$ cat src/rtl/pic_pkg.sv
// -----------------------------------------------------------------------------
// pic_pkg
// Shared types and constants for the 8259A-style acknowledge sequencer.
//   NUM_LEVELS     : number of interrupt levels (8, level index is 3 bits)
//   level_t        : 3-bit interrupt level index
//   pic_state_e    : acknowledge FSM states
//   SPURIOUS_LEVEL : level reported when the first INTA finds no winner
//   level_onehot() : level index to one-hot request vector
// -----------------------------------------------------------------------------
package pic_pkg;

   localparam int NUM_LEVELS = 8;

   typedef logic [2:0] level_t;

   typedef enum logic [2:0] {
      IDLE  = 3'd0,
      PEND  = 3'd1,
      ACK1  = 3'd2,
      WAIT2 = 3'd3,
      ACK2  = 3'd4
   } pic_state_e;

   localparam level_t SPURIOUS_LEVEL = 3'd7;

   // Reset priority pointer: IR7 lowest, so IR0 is highest.
   localparam level_t RESET_LOWEST_PTR = 3'd7;

   function automatic logic [NUM_LEVELS-1:0] level_onehot(input level_t lvl);
      logic [NUM_LEVELS-1:0] vec;
      vec      = '0;
      vec[lvl] = 1'b1;
      return vec;
   endfunction

endpackage

$ cat src/rtl/pic_priority_rank.sv
// -----------------------------------------------------------------------------
// pic_priority_rank
// Combinational rotating-priority encoder.
// Ports:
//   req        in  8  request vector (one bit per level)
//   lowest_ptr in  3  level currently holding the lowest priority
//   valid      out 1  at least one request bit is set
//   level      out 3  highest-ranked set level (SPURIOUS_LEVEL when none)
// Rank order is lowest_ptr+1 (highest) ... lowest_ptr (lowest), modulo 8.
// -----------------------------------------------------------------------------
module pic_priority_rank
   import pic_pkg::*;
(
   input  logic [NUM_LEVELS-1:0] req,
   input  level_t                lowest_ptr,
   output logic                  valid,
   output level_t                level
);

   // Walk from the lowest-ranked slot up to the highest; the last hit wins,
   // so the highest-ranked set level ends up in 'level'.
   always_comb begin
      valid = 1'b0;
      level = SPURIOUS_LEVEL;
      for (int i = NUM_LEVELS; i >= 1; i--) begin
         if (req[lowest_ptr + level_t'(i)]) begin
            valid = 1'b1;
            level = lowest_ptr + level_t'(i);
         end
      end
   end

endmodule

$ cat src/rtl/pic_ack_sequencer.sv
// -----------------------------------------------------------------------------
// pic_ack_sequencer
// Interrupt sequencing controller: raises INT, runs the two-pulse INTA cycle,
// drives the vector byte, owns the In-Service Register and applies EOIs with
// optional priority rotation.
// Optional feature macro: PIC_AEOI_EN (adds the aeoi port; automatic EOI at
// the end of the second INTA pulse).
// Ports:
//   clock        in  1  system clock, rising edge
//   reset        in  1  asynchronous active-low reset
//   irr          in  8  pending requests
//   imr          in  8  mask, 1 = masked
//   inta_n       in  1  CPU acknowledge, active low, synchronous
//   eoi_cmd      in  1  one-cycle EOI strobe
//   eoi_specific in  1  1 = specific EOI on eoi_level
//   eoi_level    in  3  level for specific EOI
//   rotate_en    in  1  rotate priority on EOI
//   vector_base  in  5  vector bits T7..T3
//   aeoi         in  1  automatic EOI mode (PIC_AEOI_EN only)
//   int_out      out 1  interrupt request to CPU
//   isr          out 8  In-Service Register
//   irr_clear    out 8  one-cycle clear pulse for the acknowledged IRR bit
//   data_out     out 8  vector byte
//   data_oe      out 1  vector drive enable
// -----------------------------------------------------------------------------
module pic_ack_sequencer
   import pic_pkg::*;
#(
   parameter int NUM_LEVELS = pic_pkg::NUM_LEVELS
)(
   input  logic                  clock,
   input  logic                  reset,
   input  logic [NUM_LEVELS-1:0] irr,
   input  logic [NUM_LEVELS-1:0] imr,
   input  logic                  inta_n,
   input  logic                  eoi_cmd,
   input  logic                  eoi_specific,
   input  level_t                eoi_level,
   input  logic                  rotate_en,
   input  logic [4:0]            vector_base,
`ifdef PIC_AEOI_EN
   input  logic                  aeoi,
`endif
   output logic                  int_out,
   output logic [NUM_LEVELS-1:0] isr,
   output logic [NUM_LEVELS-1:0] irr_clear,
   output logic [7:0]            data_out,
   output logic                  data_oe
);

   pic_state_e state;
   level_t     lowest_ptr;
   level_t     ack_level;
   logic       inta_prev;
   logic       inta_fall;

   logic       isr_top_valid;
   level_t     isr_top;
   level_t     isr_top_pos;
   logic       win_valid;
   level_t     winner;

   logic [NUM_LEVELS-1:0] above_isr;
   logic [NUM_LEVELS-1:0] qual_req;
   logic [NUM_LEVELS-1:0] ack_set;
   logic [NUM_LEVELS-1:0] eoi_mask;
   logic [NUM_LEVELS-1:0] aeoi_mask;
   logic       eoi_hit;
   level_t     eoi_sel;
   logic       aeoi_hit;

   assign inta_fall = ~inta_n & inta_prev;

   // Highest in-service level bounds which requests may nest above it.
   pic_priority_rank u_isr_rank (
      .req        (isr),
      .lowest_ptr (lowest_ptr),
      .valid      (isr_top_valid),
      .level      (isr_top)
   );

   // Rank position 0 is the highest priority slot.
   assign isr_top_pos = isr_top - lowest_ptr - 3'd1;

   for (genvar gi = 0; gi < NUM_LEVELS; gi++) begin : g_above
      level_t pos;
      assign pos           = level_t'(gi) - lowest_ptr - 3'd1;
      assign above_isr[gi] = !isr_top_valid || (pos < isr_top_pos);
   end

   assign qual_req = irr & ~imr & above_isr;

   pic_priority_rank u_win_rank (
      .req        (qual_req),
      .lowest_ptr (lowest_ptr),
      .valid      (win_valid),
      .level      (winner)
   );

   // A spurious acknowledge (no winner at the first INTA edge) sets nothing.
   assign ack_set = (state == PEND && inta_fall && win_valid) ? level_onehot(winner) : '0;

   // EOI works on the pre-update ISR; a miss is a no-op and does not rotate.
   assign eoi_sel  = eoi_specific ? eoi_level : isr_top;
   assign eoi_hit  = eoi_cmd && (eoi_specific ? isr[eoi_level] : isr_top_valid);
   assign eoi_mask = eoi_hit ? level_onehot(eoi_sel) : '0;

`ifdef PIC_AEOI_EN
   logic ack_spurious;
   assign aeoi_hit = aeoi && (state == ACK2) && inta_n && !ack_spurious;
`else
   assign aeoi_hit = 1'b0;
`endif
   assign aeoi_mask = aeoi_hit ? level_onehot(ack_level) : '0;

   always_ff @(posedge clock or negedge reset) begin
      if (!reset) begin
         state      <= IDLE;
         lowest_ptr <= RESET_LOWEST_PTR;
         ack_level  <= '0;
         inta_prev  <= 1'b1;
         int_out    <= 1'b0;
         isr        <= '0;
         irr_clear  <= '0;
         data_out   <= '0;
         data_oe    <= 1'b0;
`ifdef PIC_AEOI_EN
         ack_spurious <= 1'b0;
`endif
      end else begin
         inta_prev <= inta_n;
         irr_clear <= '0;

         // Acknowledge set lands after the clears, so a coincident EOI
         // cannot remove the bit being acknowledged.
         isr <= (isr & ~eoi_mask & ~aeoi_mask) | ack_set;

         if (eoi_hit && rotate_en) begin
            lowest_ptr <= eoi_sel;
         end
         if (aeoi_hit && rotate_en) begin
            lowest_ptr <= ack_level;
         end

         case (state)
            IDLE: begin
               if (win_valid) begin
                  state   <= PEND;
                  int_out <= 1'b1;
               end
            end
            PEND: begin
               if (inta_fall) begin
                  state     <= ACK1;
                  int_out   <= 1'b0;
                  ack_level <= win_valid ? winner : SPURIOUS_LEVEL;
                  irr_clear <= ack_set;
`ifdef PIC_AEOI_EN
                  ack_spurious <= !win_valid;
`endif
               end else if (!win_valid) begin
                  state   <= IDLE;
                  int_out <= 1'b0;
               end
            end
            ACK1: begin
               if (inta_n) begin
                  state <= WAIT2;
               end
            end
            WAIT2: begin
               if (inta_fall) begin
                  state    <= ACK2;
                  data_out <= {vector_base, ack_level};
                  data_oe  <= 1'b1;
               end
            end
            ACK2: begin
               if (inta_n) begin
                  state   <= IDLE;
                  data_oe <= 1'b0;
               end
            end
            default: begin
               state <= IDLE;
            end
         endcase
      end
   end

endmodule
$ cat config.mk
export PLATFORM = sky130hd
export DESIGN_NAME = pic_ack_sequencer
export DESIGN_NICKNAME = d
export VERILOG_FILES = /design/src/rtl/pic_pkg.sv /design/src/rtl/pic_priority_rank.sv /design/src/rtl/pic_ack_sequencer.sv
export SDC_FILE = /design/constraint.sdc
export NUM_CORES = 1
export LEC_CHECK = 0
export CORE_ASPECT_RATIO = 1.4
export CORE_MARGIN = 4
export CORE_UTILIZATION = 56
export CTS_CLUSTER_SIZE = 25
export DETAILED_ROUTE_END_ITERATION = 12
export PLACE_DENSITY = 0.82
export SYNTH_ARGS = -nofsm -noshare
export SYNTH_HDL_FRONTEND = slang
export SYNTH_HIERARCHICAL = 1
export SYNTH_SLANG_ARGS = --single-unit
$ cat constraint.sdc
create_clock -name clock -period 8.6 [get_ports clock]
set_clock_uncertainty 0.05 [all_clocks]
set_input_delay 1.72 -clock clock [delete_from_list [all_inputs] [get_ports clock]]
set_output_delay 1.72 -clock clock [all_outputs]
set_load 0.1 [all_outputs]
==> impl_metrics.csv, run 1 <==
group,metric,value,unit
sta,hold_viol,0,
global_route,grt_pass1_wl,16300,um
cts,htree_levels,2,
global_route,grt_pass1_vias,3474,
sta,min_period_over_period,91.5,%
sta,setup_viol,0,
worst_hold_path,hold_path.class,"reg2reg",
synth,synth_area_per_cell,9.53,sq um
setup_path,r2r_setup_slack,0.73,ns
routing,first_iter_violations,326,
cts,hold_buffers,0,
sta,hold_slack,0.457,ns
global_route,gr-total-overflow,0,
finish,register_area,906,sq um
synth,ys_seq_elements,36,
place,portBuffers,55,
setup_path,critPathKind,"reg2reg",
cts,clkSinkCount,36,
worst_hold_path,worst_hold_path.endpoint,"ack_level[2]",
setup_path,ff2ff_path_depth,26,
setup_path,rr_startpoint,"lowest_ptr[1]",
routing,first_pass_iters,7,
die,fp.coreArea,6610,sq um
finish,fill_cells,501,
sta,tns,0,ns
place,dp_slack,0.965,ns
sta,worst_pin_slew,1.00,ns
routing,antenna_left,0,
die,initial_core_util,57.8,%
routing,wire_per_inst,18.3,um
worst_hold_path,hold_depth,2,
global_route,antenna_found_initial,0,
routing,routed_wl,9870,um
sta,setup_ws,0.728,ns
setup_path,crit_path_start_kind,"flip-flop",
finish,multiInputGateArea,2650,sq um
cts,cts_tree,"built",
setup_path,worst_r2r_endpoint,"isr[7]",
cts,cts_setup_buffers,0,
cts,clock-root-buffer,"clkbuf_8",
cts,path_clk_slew,0.08,ns
global_route,grt_max_degree,42,
die,die_area,8230,sq um
synth,ys_top_cells_by_count,"47 x nand2_1, 32 x dfrtp_1, 22 x inv_1, 22 x nor2_1, 21 x a21oi_1",
place,dp_hpwl,7360,um
die,die_w,77.8,um
finish,nNetsFinal,488,
finish,drive_gt1_share,13.2,%
routing,viasPerCell,6.46,
sta,max_slew_margin,32.9,%
synth,netlist_area,3820,sq um
synth,synth.largest_area_cell,"dfrtp_1",
cts,clk-insertion-delay-late,0.29,ns
cts,cts_resized,0,
synth,yosysSeqAreaShare,23.7,%
synth,syn_inst,401,
worst_hold_path,min_from,"ack_level[2]",
synth,async_flop_share,100,%
die,chipHeight,106,um
finish,antenna-diode-count,0,
routing,vias,3475,
synth,yosysUniqueCellTypes,57,
run,cap_viol_max_count,0,
global_route,grt_util_all_layers,24.2,%
setup_path,cp.required,8.76,ns
sta,maxSlewViolCount,0,
setup_path,critPathCaptureType,"flip-flop",
outcome,status,"finished clean",
sta,rsz0062_at_grt,"no",
sta,fmax,127,MHz
synth,yosysTopAreaCellShare,20.9,%
cts,cts_buffers,5,
synth,syn_nets,444,
routing,drc,0,
finish,area.growth.synth_to_final,16.2,%
place,place_congestion,0.991,
synth,synth-edff-count,0,
cts,clockBufferDepth,2,
sta,timing.final.crit_period,7.87,ns
synth,yosys_most_used_dff,"dfrtp_1",
synth,yosys_warnings,6,
die,io_pins,56,
setup_path,cp_max_fo,11,
die,num_rows,35,
synth,synth_most_common_cell,"nand2_1",
setup_path,worstPathArrival,8.03,ns
synth,synth.area.top_cells,"dfrtp_1 21%, mux4_1 6.9%, mux4_2 5.9%",
-- registers in the layout (all words and copies together), names as in the netlist, 3 cells and up --
| name | cells |
|---|---|
| ack_level | 3 |
| data_out | 8 |
| irr_clear | 8 |
| isr | 8 |
| lowest_ptr | 3 |
| state | 3 |
-- worst max-delay path by stage --
stage / from / to / cells after the start
after CTS: lowest_ptr[1] / isr[7] / 26
after global placement: lowest_ptr[1] / isr[6] / 26
after detailed placement: lowest_ptr[1] / isr[5] / 26
after floorplan: lowest_ptr[0] / isr[6] / 29
after global routing: lowest_ptr[1] / isr[7] / 26
final: lowest_ptr[1] / isr[7] / 26
-- layout make-up --
cell class | count | area share [%]
Clock buffer | 5 | 1.55
Clock inverter | 3 | 0.958
Inverter | 22 | 1.86
Multi-Input combinational cell | 322 | 59.7
Sequential cell | 36 | 20.4
Tap cell | 92 | 2.59
Timing Repair Buffer | 58 | 12.9
-- stage by stage --
step                cell area, sq um  utilization, %  instances
floorplan                       3820               -        401
global placement                4330            65.5        530
detailed placement              4330            65.5        530
CTS                             4440            67.2        538
global route                    4440            67.2        538
finish                          4440            67.2        538
-- layout by cell type (no fill, tap or decap), types with 5 or more instances in the layout --
master           Yosys  layout
o31ai_1              8       8
inv_1               22      22
nand2_1             47      47
mux2_2              17      17
xnor2_1              5       5
mux4_2              10      10
mux4_1              10      10
xor2_1               9       9
clkbuf_8             4       5
nor4_1               6       6
nand2b_1            18      18
mux2i_1             18      18
o21ai_1              5       5
a21o_1               6       6
a21oi_1             21      21
ha_1                12      12
a31oi_1              5       5
nand3_1             14      14
nor2_1              22      22
clkdlybuf4s50_1      0      55
dfrtp_1             32      32
nor3_1              10      10
o21ai_0             11      11
-- cell families (layout without fill, tap and decap cells) --
kind of cell | count (synthesis) | count (layout) | share of synthesized area [%]
flip-flops | 36 | 36 | 23.7
multiplexers | 63 | 63 | 26.4
AND/OR/NAND/NOR | 142 | 142 | 19.0
buffers and inverters | 43 | 88 | 6.87
adder cells (fa/ha/maj) | 16 | 16 | 5.24
AO/OA/AOI/OAI | 87 | 87 | 15.6
XOR/XNOR | 14 | 14 | 3.21
-- worst max-delay path: stages, from the launching register on --
cell and delay [ns]:
dfstp_2 0.53, inv_1 0.10, ha_1 0.56, mux4_1 0.75, mux2_4 0.35, or2_1 0.24, a211oi_2 0.22, o21ai_1 0.09
o211ai_1 0.15, inv_1 0.10, fa_1 0.43, xor2_1 0.40, xnor2_1 0.30, ha_1 0.33, inv_1 0.07, a22o_1 0.12
a21oi_1 0.14, mux4_1 0.67, a22o_1 0.29, nor2_1 0.09, a31oi_1 0.06, nand2b_1 0.21, o21ai_1 0.52, nand3_1 0.23
nor4_1 0.48, nor2_1 0.13, a21oi_1 0.18
-- routing by layer --
metal | vias up | track usage (%) | part of all wire (%)
met1 | 1686 | 28.5 | 38
met2 | 168 | 43.1 | 53
met3 | 44 | 3.16 | 5.4
met4 | 0 | 10.7 | 3.6
li1 | 1577 | - | -
met5 | - | 0 | 0
Power of run 1 is not shown: default switching activity piles up to over one toggle a cycle in this logic, so the estimate is an artifact.
==> inputs of run 2 (changes only) <==
Settings changed: CORE_UTILIZATION 56 to 58, PLACE_DENSITY 0.82 to 0.83, SYNTH_HIERARCHICAL 1 to default.
==> impl_metrics.csv, run 2 <==
group,metric,value,unit
outcome,status,"finished clean",
synth,synth.area.top_cells,"dfrtp_1 18%, mux4_2 8.4%, mux2_2 4.9%",
synth,synth_most_common_cell,"nand2_1",
cts,cts_tree,"built",
place,place_area,5120,sq um
synth,yosysTopAreaCellShare,17.5,%
synth,netlist_area,4570,sq um
sta,rsz0062_at_grt,"no",
worst_hold_path,worst_hold_path.endpoint,"data_out[5]",
global_route,grt_pass1_vias,4609,
finish,reg_top3,"data_out: 8 flops, irr_clear: 8 flops, isr: 8 flops",
routing,vias,4853,
synth,synthXorXnorAreaFrac,1.31,%
routing,first_iter_violations,549,
die,fp.coreArea,7700,sq um
routing,drc,0,
sta,hold_slack,0.455,ns
synth,yosysSeqAreaShare,19.8,%
die,io_pins,56,
setup_path,worst_r2r_endpoint,"ack_level[1]",
run,cap_viol_max_count,0,
finish,area.growth.synth_to_final,14.0,%
routing,antenna_left,0,
synth,ys_top_cells_by_count,"54 x nand2_1, 48 x nor2_1, 32 x dfrtp_1, 31 x a21oi_1, 28 x clkbuf_1",
synth,synth_top_family_by_area,"compound AO/OA/AOI/OAI gates",
place,portBuffers,55,
synth,yosys_most_used_dff,"dfrtp_1",
finish,design_area,5210,sq um
sta,hold_viol,0,
cts,clockBufferDepth,2,
finish,fill_cells,655,
sta,worst_pin_slew,0.995,ns
synth,synth-edff-count,0,
synth,syn_nets,594,
cts,clkSinkCount,36,
global_route,antenna_found_initial,0,
finish,drive_gt1_share,14.0,%
synth,synth_mux_area_share,17.0,%
routing,routed_wl,14200,um
synth,ys_seq_elements,36,
worst_hold_path,hold_depth,1,
routing,wire_per_inst,20.8,um
finish,antenna-diode-count,0,
routing,first_pass_iters,6,
die,die_area,9390,sq um
synth,syn_inst,556,
cts,cts_setup_buffers,0,
setup_path,crit_path_start_kind,"flip-flop",
sta,min_period_over_period,93.5,%
setup_path,worstPathArrival,8.21,ns
sta,maxSlewViolCount,0,
global_route,gr-total-overflow,0,
cts,cts_resized,0,
finish,layout_commonest_cell,"clkdlybuf4s50_1",
synth,yosysUniqueCellTypes,91,
die,chipHeight,113,um
setup_path,ff2ff_path_depth,27,
sta,fmax,124,MHz
cts,hold_buffers,0,
global_route,grt_max_degree,53,
setup_path,cp_max_fo,23,
synth,yosys_warnings,0,
finish,register_area,906,sq um
place,dp.cells,676,
global_route,grt_util_all_layers,29.7,%
cts,htree_levels,2,
finish,multiInputGateArea,3400,sq um
setup_path,rr_startpoint,"lowest_ptr[0]",
synth,async_flop_share,100,%
cts,cts_buffers,5,
die,num_rows,38,
place,dp_hpwl,10400,um
routing,viasPerCell,7.10,
synth,synth_area_per_cell,8.22,sq um
synth,synth_compound_area_share,28.7,%
place,place_congestion,0.989,
die,die_w,83.0,um
cts,clk-insertion-delay-late,0.29,ns
setup_path,cp.required,8.77,ns
synth,synth_fa_ha_area_share,2.79,%
die,initial_core_util,59.4,%
cts,path_clk_slew,0.07,ns
global_route,grt_pass1_wl,23300,um
sta,max_slew_margin,33.5,%
synth,synth.largest_area_cell,"dfrtp_1",
finish,fin_cells,684,
sta,timing.final.crit_period,8.04,ns
setup_path,critPathKind,"reg2reg",
setup_path,critPathCaptureType,"flip-flop",
synth,yosys.area_share.simple,24.6,%
setup_path,r2r_setup_slack,0.56,ns
sta,tns,0,ns
finish,nNetsFinal,621,
sta,setup_viol,0,
worst_hold_path,min_from,"data_out[5]",
finish,mostFrequentLayoutCells,"55 x clkdlybuf4s50_1, 54 x nand2_1, 48 x nor2_1",
cts,clock-root-buffer,"clkbuf_8",
worst_hold_path,hold_path.class,"reg2reg",
-- run 2: cell types whose count changed after synthesis, moves of 8 or more --
cell and change:
xor2_1 -8, a21oi_1 +10, nor3b_1 +9, nor3_1 +13, clkbuf_1 +23, mux4_1 -10
nor2_1 +26, o21ai_0 +15, nor2b_1 +10
-- run 2: worst max path at each step --
stage	start	slack [ns]	to	cells past startpoint
finish	lowest_ptr[0]	0.56	ack_level[1]	27
global route	lowest_ptr[0]	0.03	ack_level[1]	27
CTS	lowest_ptr[0]	0.70	ack_level[1]	27
detailed placement	lowest_ptr[0]	0.77	ack_level[1]	26
global placement	lowest_ptr[0]	0.92	ack_level[1]	26
floorplan	lowest_ptr[1]	0.43	ack_level[1]	35
-- run 2: layout make-up --
cell class | instances | share of cell area, %
multi-input combinational | 459 | 65.3
sequential | 36 | 17.4
timing repair buffer | 65 | 12.0
tap | 100 | 2.40
clock buffer | 8 | 1.73
inverter | 16 | 1.15
-- run 2: metal layers --
metal | vias to the layer above | GRT usage (%) | wire (um)
li1 | 2182 | - | -
met1 | 2318 | 37.4 | 5420
met2 | 294 | 48.8 | 7000
met3 | 59 | 4.81 | 1180
met4 | 0 | 16.2 | 637
met5 | - | 0 | 0
-- run 2: worst max-delay path: stages, from the launching register on --
cell and delay [ns]:
dfstp_2 0.80, ha_1 0.57, xnor2_1 0.43, mux4_2 0.58, mux2i_1 0.29, a21oi_1 0.11
nor3_1 0.24, o21ai_0 0.15, o2bb2ai_1 0.16, o21ai_0 0.13, o21ai_0 0.14, fa_1 0.46
a21oi_1 0.34, a211oi_4 0.10, buf_4 0.23, xnor2_1 0.17, ha_1 0.32, a21oi_1 0.06
o211a_1 0.25, and2_1 0.17, a221oi_1 0.30, o211ai_1 0.15, o32ai_2 0.31, a21oi_1 0.21
a211oi_1 0.36, o211a_1 0.26, o41a_1 0.39, mux2_2 0.23
-- run 2: logic make-up (layout without fill, tap and decap cells) --
group | after synthesis | after routing
AND/OR/NAND/NOR | 220 | 220
AO/OA/AOI/OAI | 170 | 170
buffers and inverters | 61 | 89
multiplexers | 53 | 53
flip-flops | 36 | 36
adder cells (fa/ha/maj) | 10 | 10
XOR/XNOR | 6 | 6
-- run 2: stage by stage --
step,setup slack [ns],util (%)
after floorplan,0.426,-
after global placement,0.924,66.5
after detailed placement,0.767,66.5
after CTS,0.702,67.7
after global routing,0.0345,67.7
final,0.561,67.7
Power of run 2 is left out for the same reason.
